==> src/rtl/router_xy_input.sv <==
// Mesh router input port: beat FIFO plus X-then-Y route selection.
// Route is taken from the header beat and held for the packet body.
`ifndef ROUTER_BUS_W
`define ROUTER_BUS_W 32
`endif

package router_pkg;

  typedef enum logic [2:0] {
    P_LOCAL = 3'd0,
    P_EAST  = 3'd1,
    P_WEST  = 3'd2,
    P_NORTH = 3'd3,
    P_SOUTH = 3'd4
  } port_e;

  typedef enum logic {
    S_HEAD = 1'b0,
    S_BODY = 1'b1
  } rt_state_e;

  function automatic port_e route_xy(
    input logic [3:0] dx,
    input logic [3:0] dy,
    input logic [3:0] mx,
    input logic [3:0] my
  );
    port_e p;
    if (dx > mx)      p = P_EAST;
    else if (dx < mx) p = P_WEST;
    else if (dy > my) p = P_NORTH;
    else if (dy < my) p = P_SOUTH;
    else              p = P_LOCAL;
    return p;
  endfunction

endpackage

module router_xy_input
  import router_pkg::*;
#(
  parameter int BUS_W      = `ROUTER_BUS_W,
  parameter int FIFO_DEPTH = 4,
  parameter int MY_X       = 0,
  parameter int MY_Y       = 0
) (
  input  logic                               clk,
  input  logic                               rst_n,
  input  logic                               s_tvalid,
  output logic                               s_tready,
  input  logic [BUS_W-1:0]                   s_tdata,
  input  logic                               s_tlast,
  output logic                               m_tvalid,
  input  logic                               m_tready,
  output logic [BUS_W-1:0]                   m_tdata,
  output logic                               m_tlast,
  output logic [2:0]                         m_port,
  output logic [$clog2(FIFO_DEPTH+1)-1:0]    level
);

  localparam int LW = $clog2(FIFO_DEPTH+1);
  localparam int PW = $clog2(FIFO_DEPTH);
  localparam logic [LW-1:0] FULL = LW'(FIFO_DEPTH);
  localparam logic [3:0] MX = 4'(MY_X);
  localparam logic [3:0] MY = 4'(MY_Y);

  logic [BUS_W:0] r_mem [FIFO_DEPTH];
  logic [PW-1:0]  r_wr;
  logic [PW-1:0]  r_rd;
  logic [LW-1:0]  r_level;

  rt_state_e r_state;
  rt_state_e w_state_nx;
  port_e     r_route;
  port_e     w_route_nx;
  port_e     w_route_hd;
  port_e     w_port;

  logic           w_push;
  logic           w_pop;
  logic [BUS_W:0] w_head;
  logic [3:0]     w_dx;
  logic [3:0]     w_dy;

  assign s_tready = (r_level != FULL);
  assign m_tvalid = (r_level != '0);
  assign w_push   = s_tvalid & s_tready;
  assign w_pop    = m_tvalid & m_tready;

  assign w_head  = r_mem[r_rd];
  assign m_tdata = w_head[BUS_W-1:0];
  assign m_tlast = w_head[BUS_W];
  assign w_dx    = w_head[BUS_W-9 -: 4];
  assign w_dy    = w_head[BUS_W-13 -: 4];
  assign level   = r_level;
  assign m_port  = w_port;

  // Storage array; cleared so the empty head reads as zero.
  always_ff @(posedge clk or negedge rst_n) begin
    if (!rst_n) begin
      for (int i = 0; i < FIFO_DEPTH; i++) begin
        r_mem[i] <= '0;
      end
    end else if (w_push) begin
      r_mem[r_wr] <= {s_tlast, s_tdata};
    end
  end

  // Pointers wrap naturally at the power-of-two depth.
  always_ff @(posedge clk or negedge rst_n) begin
    if (!rst_n) begin
      r_wr <= '0;
      r_rd <= '0;
    end else begin
      if (w_push) r_wr <= r_wr + 1'b1;
      if (w_pop)  r_rd <= r_rd + 1'b1;
    end
  end

  // Occupancy: simultaneous push and pop leave it unchanged.
  always_ff @(posedge clk or negedge rst_n) begin
    if (!rst_n) begin
      r_level <= '0;
    end else begin
      unique case ({w_push, w_pop})
        2'b10:   r_level <= r_level + 1'b1;
        2'b01:   r_level <= r_level - 1'b1;
        default: r_level <= r_level;
      endcase
    end
  end

  // Packet state and held route.
  always_ff @(posedge clk or negedge rst_n) begin
    if (!rst_n) begin
      r_state <= S_HEAD;
      r_route <= P_LOCAL;
    end else begin
      r_state <= w_state_nx;
      r_route <= w_route_nx;
    end
  end

  // Next state, route latch and presented port.
  always_comb begin
    w_state_nx = r_state;
    w_route_nx = r_route;
    w_route_hd = route_xy(w_dx, w_dy, MX, MY);
    w_port     = P_LOCAL;
    unique case (r_state)
      S_HEAD: begin
        if (m_tvalid) w_port = w_route_hd;
        if (w_pop && !m_tlast) begin
          w_state_nx = S_BODY;
          w_route_nx = w_route_hd;
        end
      end
      S_BODY: begin
        if (m_tvalid) w_port = r_route;
        if (w_pop && m_tlast) begin
          w_state_nx = S_HEAD;
        end
      end
      default: begin
        w_state_nx = S_HEAD;
      end
    endcase
  end

endmodule
==> config.mk <==
export PLATFORM = sky130hd
export DESIGN_NAME = router_xy_input
export DESIGN_NICKNAME = d
export VERILOG_FILES = /design/src/rtl/router_xy_input.sv
export SDC_FILE = /design/constraint.sdc
export NUM_CORES = 1
export LEC_CHECK = 0
export CORE_MARGIN = 4
export CORE_UTILIZATION = 59
export CTS_BUF_LIST = sky130_fd_sc_hd__clkbuf_2 sky130_fd_sc_hd__clkbuf_4 sky130_fd_sc_hd__clkbuf_8
export CTS_CLUSTER_SIZE = 40
export DETAILED_ROUTE_END_ITERATION = 12
export PLACE_DENSITY = 0.91
export SLEW_MARGIN = 15
export SYNTH_ARGS = -nofsm -noshare
export SYNTH_HDL_FRONTEND = slang
export SYNTH_SLANG_ARGS = --single-unit
==> constraint.sdc <==
create_clock -name clk -period 6.4 [get_ports clk]
set_input_delay 0.96 -clock clk [delete_from_list [all_inputs] [get_ports clk]]
set_output_delay 0.96 -clock clk [all_outputs]
set_load 0.1 [all_outputs]
Word-level counts from Yosys, hierarchy flattened. Index checks and enable logic that the tools add are counted. W data, S select, Z words.

Bits in registers: 143. Bits in latches: 0. Bits in writable memories: 0. ROM bits: 0. Input bits: 37. Output and inout port bits: 41. Logic and storage cells: 52. Memories kept: 0.

Add/sub/neg operators: 4. Multipliers: 0. Div/mod/pow operators: 0. Magnitude comparators: 7. Equality and inequality tests: 3. Shift-type cells: 0. Multiplexer cells: 17. Bitwise gates (word level): 5. Reductions and logical operators: 7.

Operators with widths (number): $bwmux W132 (1); $mux W33 (3); $bmux W33 S2 (1); $demux W33 S2 (1); $mux W3 (6); $pmux W3 S2 (2); $gt A4 B1 Y1 const B (2); $lt A4 B1 Y1 const B (2); $ge A3 B3 Y1 const B (2); $not A2 Y3 (2); $add A2 B1 Y2 const B (2); $add A3 B1 Y3 const B (1); $logic_and A1 B1 Y1 (3); $lt A3 B1 Y1 const B (1); $ne A3 B3 Y1 const B (1); $reduce_bool A3 Y1 (1); $sub A3 B1 Y3 const B (1); $and A1 B1 Y1 (2); $eq A2 B1 Y1 const B (1); $eq A2 B2 Y1 const B (1); $mux W1 (2); $pmux W1 S2 (1); $reduce_and A2 Y1 (1); $reduce_bool A2 Y1 (1); 2 further kinds (2).

Depth between registers and ports, before layout.
Depth in word-level cells: 11. Mapped depth: 10.

Worst setup path before layout. No wires, ideal clock.

Path kind: register to output. Start: register r_level[0] (netlist: level[0]). End: output port m_port[1]. Data arrival time: 2.969 ns. Required time: 5.440 ns. Path slack: 2.471 ns. Cell stages (with the launch flop): 4. Path through: dfrtp_1 -> or3_1 -> clkbuf_1 -> and2_1.

Longest elaborated chain between the ends: 3.

Ends and longest elaborated chain: start: declaration (RTL line 70) `logic [LW-1:0] r_level;`; start signal: assignment (RTL line 126) `2'b10: r_level <= r_level + 1'b1;`; start signal: assignment (RTL line 127) `2'b01: r_level <= r_level - 1'b1;`; start signal: assignment (RTL line 128) `default: r_level <= r_level;`; $reduce_bool A3 Y1 (*) (RTL line 86) `assign m_tvalid = (r_level != '0);`; named net m_tvalid (RTL line 53) `output logic m_tvalid,`; $mux W3, on equally long branches (RTL line 159, 152); $pmux W3 S2 (*) (RTL line 150) `unique case (r_state)`; end: declaration (RTL line 57) `output logic [2:0] m_port,`.

Mark *: on every way through the listed nets, which the timed path passes. The rest lies on a longest branch.

Worst setup path after layout.
Start: register r_rd[0]. End: output port m_port[1].

Longest elaborated chain between the ends: 10.

Ends and longest elaborated chain: start: declaration (RTL line 69) `logic [PW-1:0] r_rd;`; start signal: assignment (RTL line 116) `if (w_pop) r_rd <= r_rd + 1'b1;`; $not A2 Y3 (implied by the code) (*) (RTL line 90) `assign w_head = r_mem[r_rd];`; $bmux W33 S2 (*) (RTL line 90); $mux W33 (implied by the code) (*) (2 in a row) (RTL line 90); $gt A4 B1 Y1 (RTL line 31) `else if (dy > my) p = P_NORTH;`; $mux W3 (RTL line 31); $mux W3 (RTL line 30) `else if (dx < mx) p = P_WEST;`; $mux W3 (*) (RTL line 29) `if (dx > mx) p = P_EAST;`; $mux W3 (*) (RTL line 152) `if (m_tvalid) w_port = w_route_hd;`; $pmux W3 S2 (*) (RTL line 150).

Every way passes the cells marked *; elsewhere a longest branch is shown, timed or not. The select of a mux whose other input is x is not followed.

==> summary.md <==
| Metric | Value |
|---|---|
| Status | `completed` |
| Post-Syn Area per Cell | `16.5 um2` |
| Critical path's slowest cell | `clkdlybuf4s50_1` |
| FFs w/ async S/R, synth | `1.00` |
| Synth cell types | `30` |
| Most common cell in the netlist | `dfrtp_1` |
| Critical path's largest stage delay | `1120 ps` |
| Complex-gate fraction of the synthesized area | `0.00642` |
| Yosys top cell area share | `0.570` |
| Row cnt | `37` |
| Reg2Reg Setup Slack | `around 3800 ps` |
| CTS sink cnt | `approximately 140` |
| DR vias/cell | `roughly 5.8` |
| Postcts setup bufs | `0` |
| Finish-stage setup viols | `0` |
| Crit path max fanout | `24` |
| Footprint of the multi-input gates | `~2600 um2` |
| WL/cell | `21.1 um` |
| Dominant synthesized flop cell | `dfrtp_1` |
| FF-to-FF path depth | `4` |
| Detailed Routing Iterations Pass 1 | `4` |
| Worst-Skew Late Latency | `between 400 and 500 ps` |
| Largest net degree at the start of global routing | `between 90 and 100` |
| Non-Filler Instances | `603` |
| First-pass GRT wire length | `around 21000 um` |
| Post-synth top area cell | `dfrtp_1` |
| Area Growth Syn to Fin | `19.7%` |
| Cell family with most CP delay | `buffers and inverters` |
| Pre-CTS WS | `1840 ps` |
| Critical path class | `flip-flop to primary output` |
| Seq/Total Area, Yosys | `0.570` |
| Final GP Congestion | `approximately 0.80` |
| Core area | `just over 10000 um2` |
| Mapped Area | `between 6000 and 7000 um2` |
| Mux share of post-synthesis cell area | `0.364` |
| Initial antenna violation count | `0` |
| Post-CTS sizing | `0` |
| CTS tree | `done` |
| Number of remaining DRC errors | `0` |
| RSZ-0062 raised after global routing | `false` |
| Final setup TNS | `0 ps` |
| GR Overflow Total | `0` |
| Drt total wl | `12700 um` |
| Worst-path cell chain | `mux4_2, or4_4, o31ai_2, and2_1, clkdlybuf4s50_1` |
| Hold Fails Final Rpt | `0` |
| Ys Warns | `0` |
| Die Height | `~110 um` |
| Post-Synth Adder-Cell Area | `0.0132` |
| ANT cells | `0` |
| H-tree Lvls | `4` |
| CTS Buffer Depth | `2` |
| Final min period | `~5000 ps` |
| Synth top area cells | `dfrtp_1, mux2_2, mux4_2` |
| Max_cap viols | `0` |
| Seq cells post-synth | `roughly 140` |
| Final Max Slew Viols | `0` |
| Hold crit path type | `input pin to async pin` |
| Worst path required time | `approximately 5400 ps` |
| Worst Tran Pin Value | `slightly above 1000 ps` |
| Worst path arrival time | `between 4000 and 5000 ps` |
| Worst Slack Setup Final | `between 1000 and 1500 ps` |
| Count of buffers from port buffering | `between 70 and 80` |
| Share of layout cells above drive strength 1 | `0.448` |
| Worst rel slew slack | `0.321` |
| Post-route cell area | `roughly 7500 um2` |
| Most frequent cells after synthesis | `dfrtp_1, mux2_2, mux4_2` |
| GRT Overall Usage | `0.223` |
| Period utilization | `0.779` |
| Vias in the first global route | `roughly 4k` |
| Synth Area in XOR/XNOR | `0.00843` |
| Worst Skew | `~8.6 ps` |
| Synth Instances | `378` |
| Die Width | `approximately 110 um` |
| Routed vias | `3527` |
| Antenna-violating nets left | `0` |
| FMAX | `201 MHz` |
| Placed instance count | `roughly 570` |
| Detailed Route Iter0 Violations | `between 200 and 250` |
| Largest family of logic cells by synthesized area | `multiplexers` |
| Synth Area in Simple Gates | `0.0173` |
| Total CTS buffers | `17` |
| Crit end category | `primary output` |
| Startpoint Class | `flip-flop` |
| Worst-path clk slew | `roughly 80 ps` |
| Hold_buf cts | `0` |
| Seq. cell area | `about 3600 um2` |
| DP Wirelength | `between 8000 and 9000 um` |
| Syn Nets | `about 420` |
| Starting Density | `0.604` |
| I/O pin cnt | `78` |
| Crit path buf inv count | `1` |
| Die footprint | `12300 um2` |
| Placed instance area | `7100 um2` |
| Post-synth EDFFs | `0` |
| Worst path depth | `5` |
| Fillers | `between 600 and 700` |
| Nets | `497` |
| Root Buffer | `clkbuf_8` |
==> layout by cell type, fill, tap and decap left out <==
cell type and count:
nor3_1 1, inv_6 1, conb_1 1, or4_4 1, nand2b_1 1, nand3_1 1
mux2i_1 1, o211a_1 1, dfrtp_2 1, mux4_2 31, clkbuf_8 17, clkinv_2 4
inv_1 7, dfrtp_1 141, o31ai_2 1, clkinv_4 2, mux2_2 134, or3_1 1
clkdlybuf4s50_1 75, a21boi_1 1, buf_4 2, buf_6 2, and2_1 1, nand2_2 4
nor2_1 3, o21ai_0 2, nand2_1 6, ha_1 5, clkbuf_4 1, bufinv_16 1
xor2_1 2, fa_1 1, nor4_1 1, mux4_1 2, xnor2_1 4, clkinvlp_4 6
nor4_2 1
==> flip-flops by register name, summed over array words and instances (netlist names), named ones only <==
| register | count |
|---|---|
| r_mem | 132 |
| level | 3 |
| r_rd | 2 |
| r_route | 2 |
| r_wr | 2 |
==> stage by stage <==
stage	hold WS, ps	utilization
after floorplan	470	-
after global placement	481	0.688
after detailed placement	490	0.688
after CTS	447	0.723
after global routing	470	0.723
final	452	0.723
==> worst paths after layout <==
path                                             from                      to
worst max-delay path              r_rd[0]$_DFFE_PN0N_               m_port[1]
worst min-delay path                            rst_n               async pin
worst max register to register    r_rd[0]$_DFFE_PN0N_  r_route[0]$_DFFE_PN0P_
worst min register to register  r_mem[27]$_DFFE_PN0P_   r_mem[27]$_DFFE_PN0P_
max in group asynchronous                       rst_n     r_rd[0]$_DFFE_PN0N_
min in group clk                r_mem[27]$_DFFE_PN0P_   r_mem[27]$_DFFE_PN0P_
==> worst register-to-register path: stages (launching register included) <==
cell and delay [ps]:
dfrtp_2 920, mux4_1 690, nor4_2 430, nand2_1 140, mux2_2 280
==> per-layer routing <==
metal / up-vias / track usage / routed length, um
met5: - / 0 / 0
met4: 0 / 0.0780 / 247
met3: 28 / 0.0688 / 639
met2: 90 / 0.363 / 6550
met1: 1856 / 0.285 / 5280
li1: 1553 / - / -
==> kinds of logic (layout without fill, tap and decap cells) <==
family          after synthesis  after routing
mux                         168            168
flops                       142            142
buf+inv                      29            118
simple gates                 21             21
fa+ha+maj                     6              6
xor+xnor                      6              6
compound gates                5              5
other cells                   1              1
==> final cells by class <==
type	count	share of cell area
Clock buffer	18	0.0323
Timing Repair Buffer	79	0.106
Tap cell	136	0.0228
Sequential cell	142	0.476
Inverter	7	0.00352
Clock inverter	14	0.0163
Multi-Input combinational cell	207	0.344
Power is left out: the tool's default activity adds up to more than one toggle a clock period on the data nets, which glitch-free logic cannot reach.
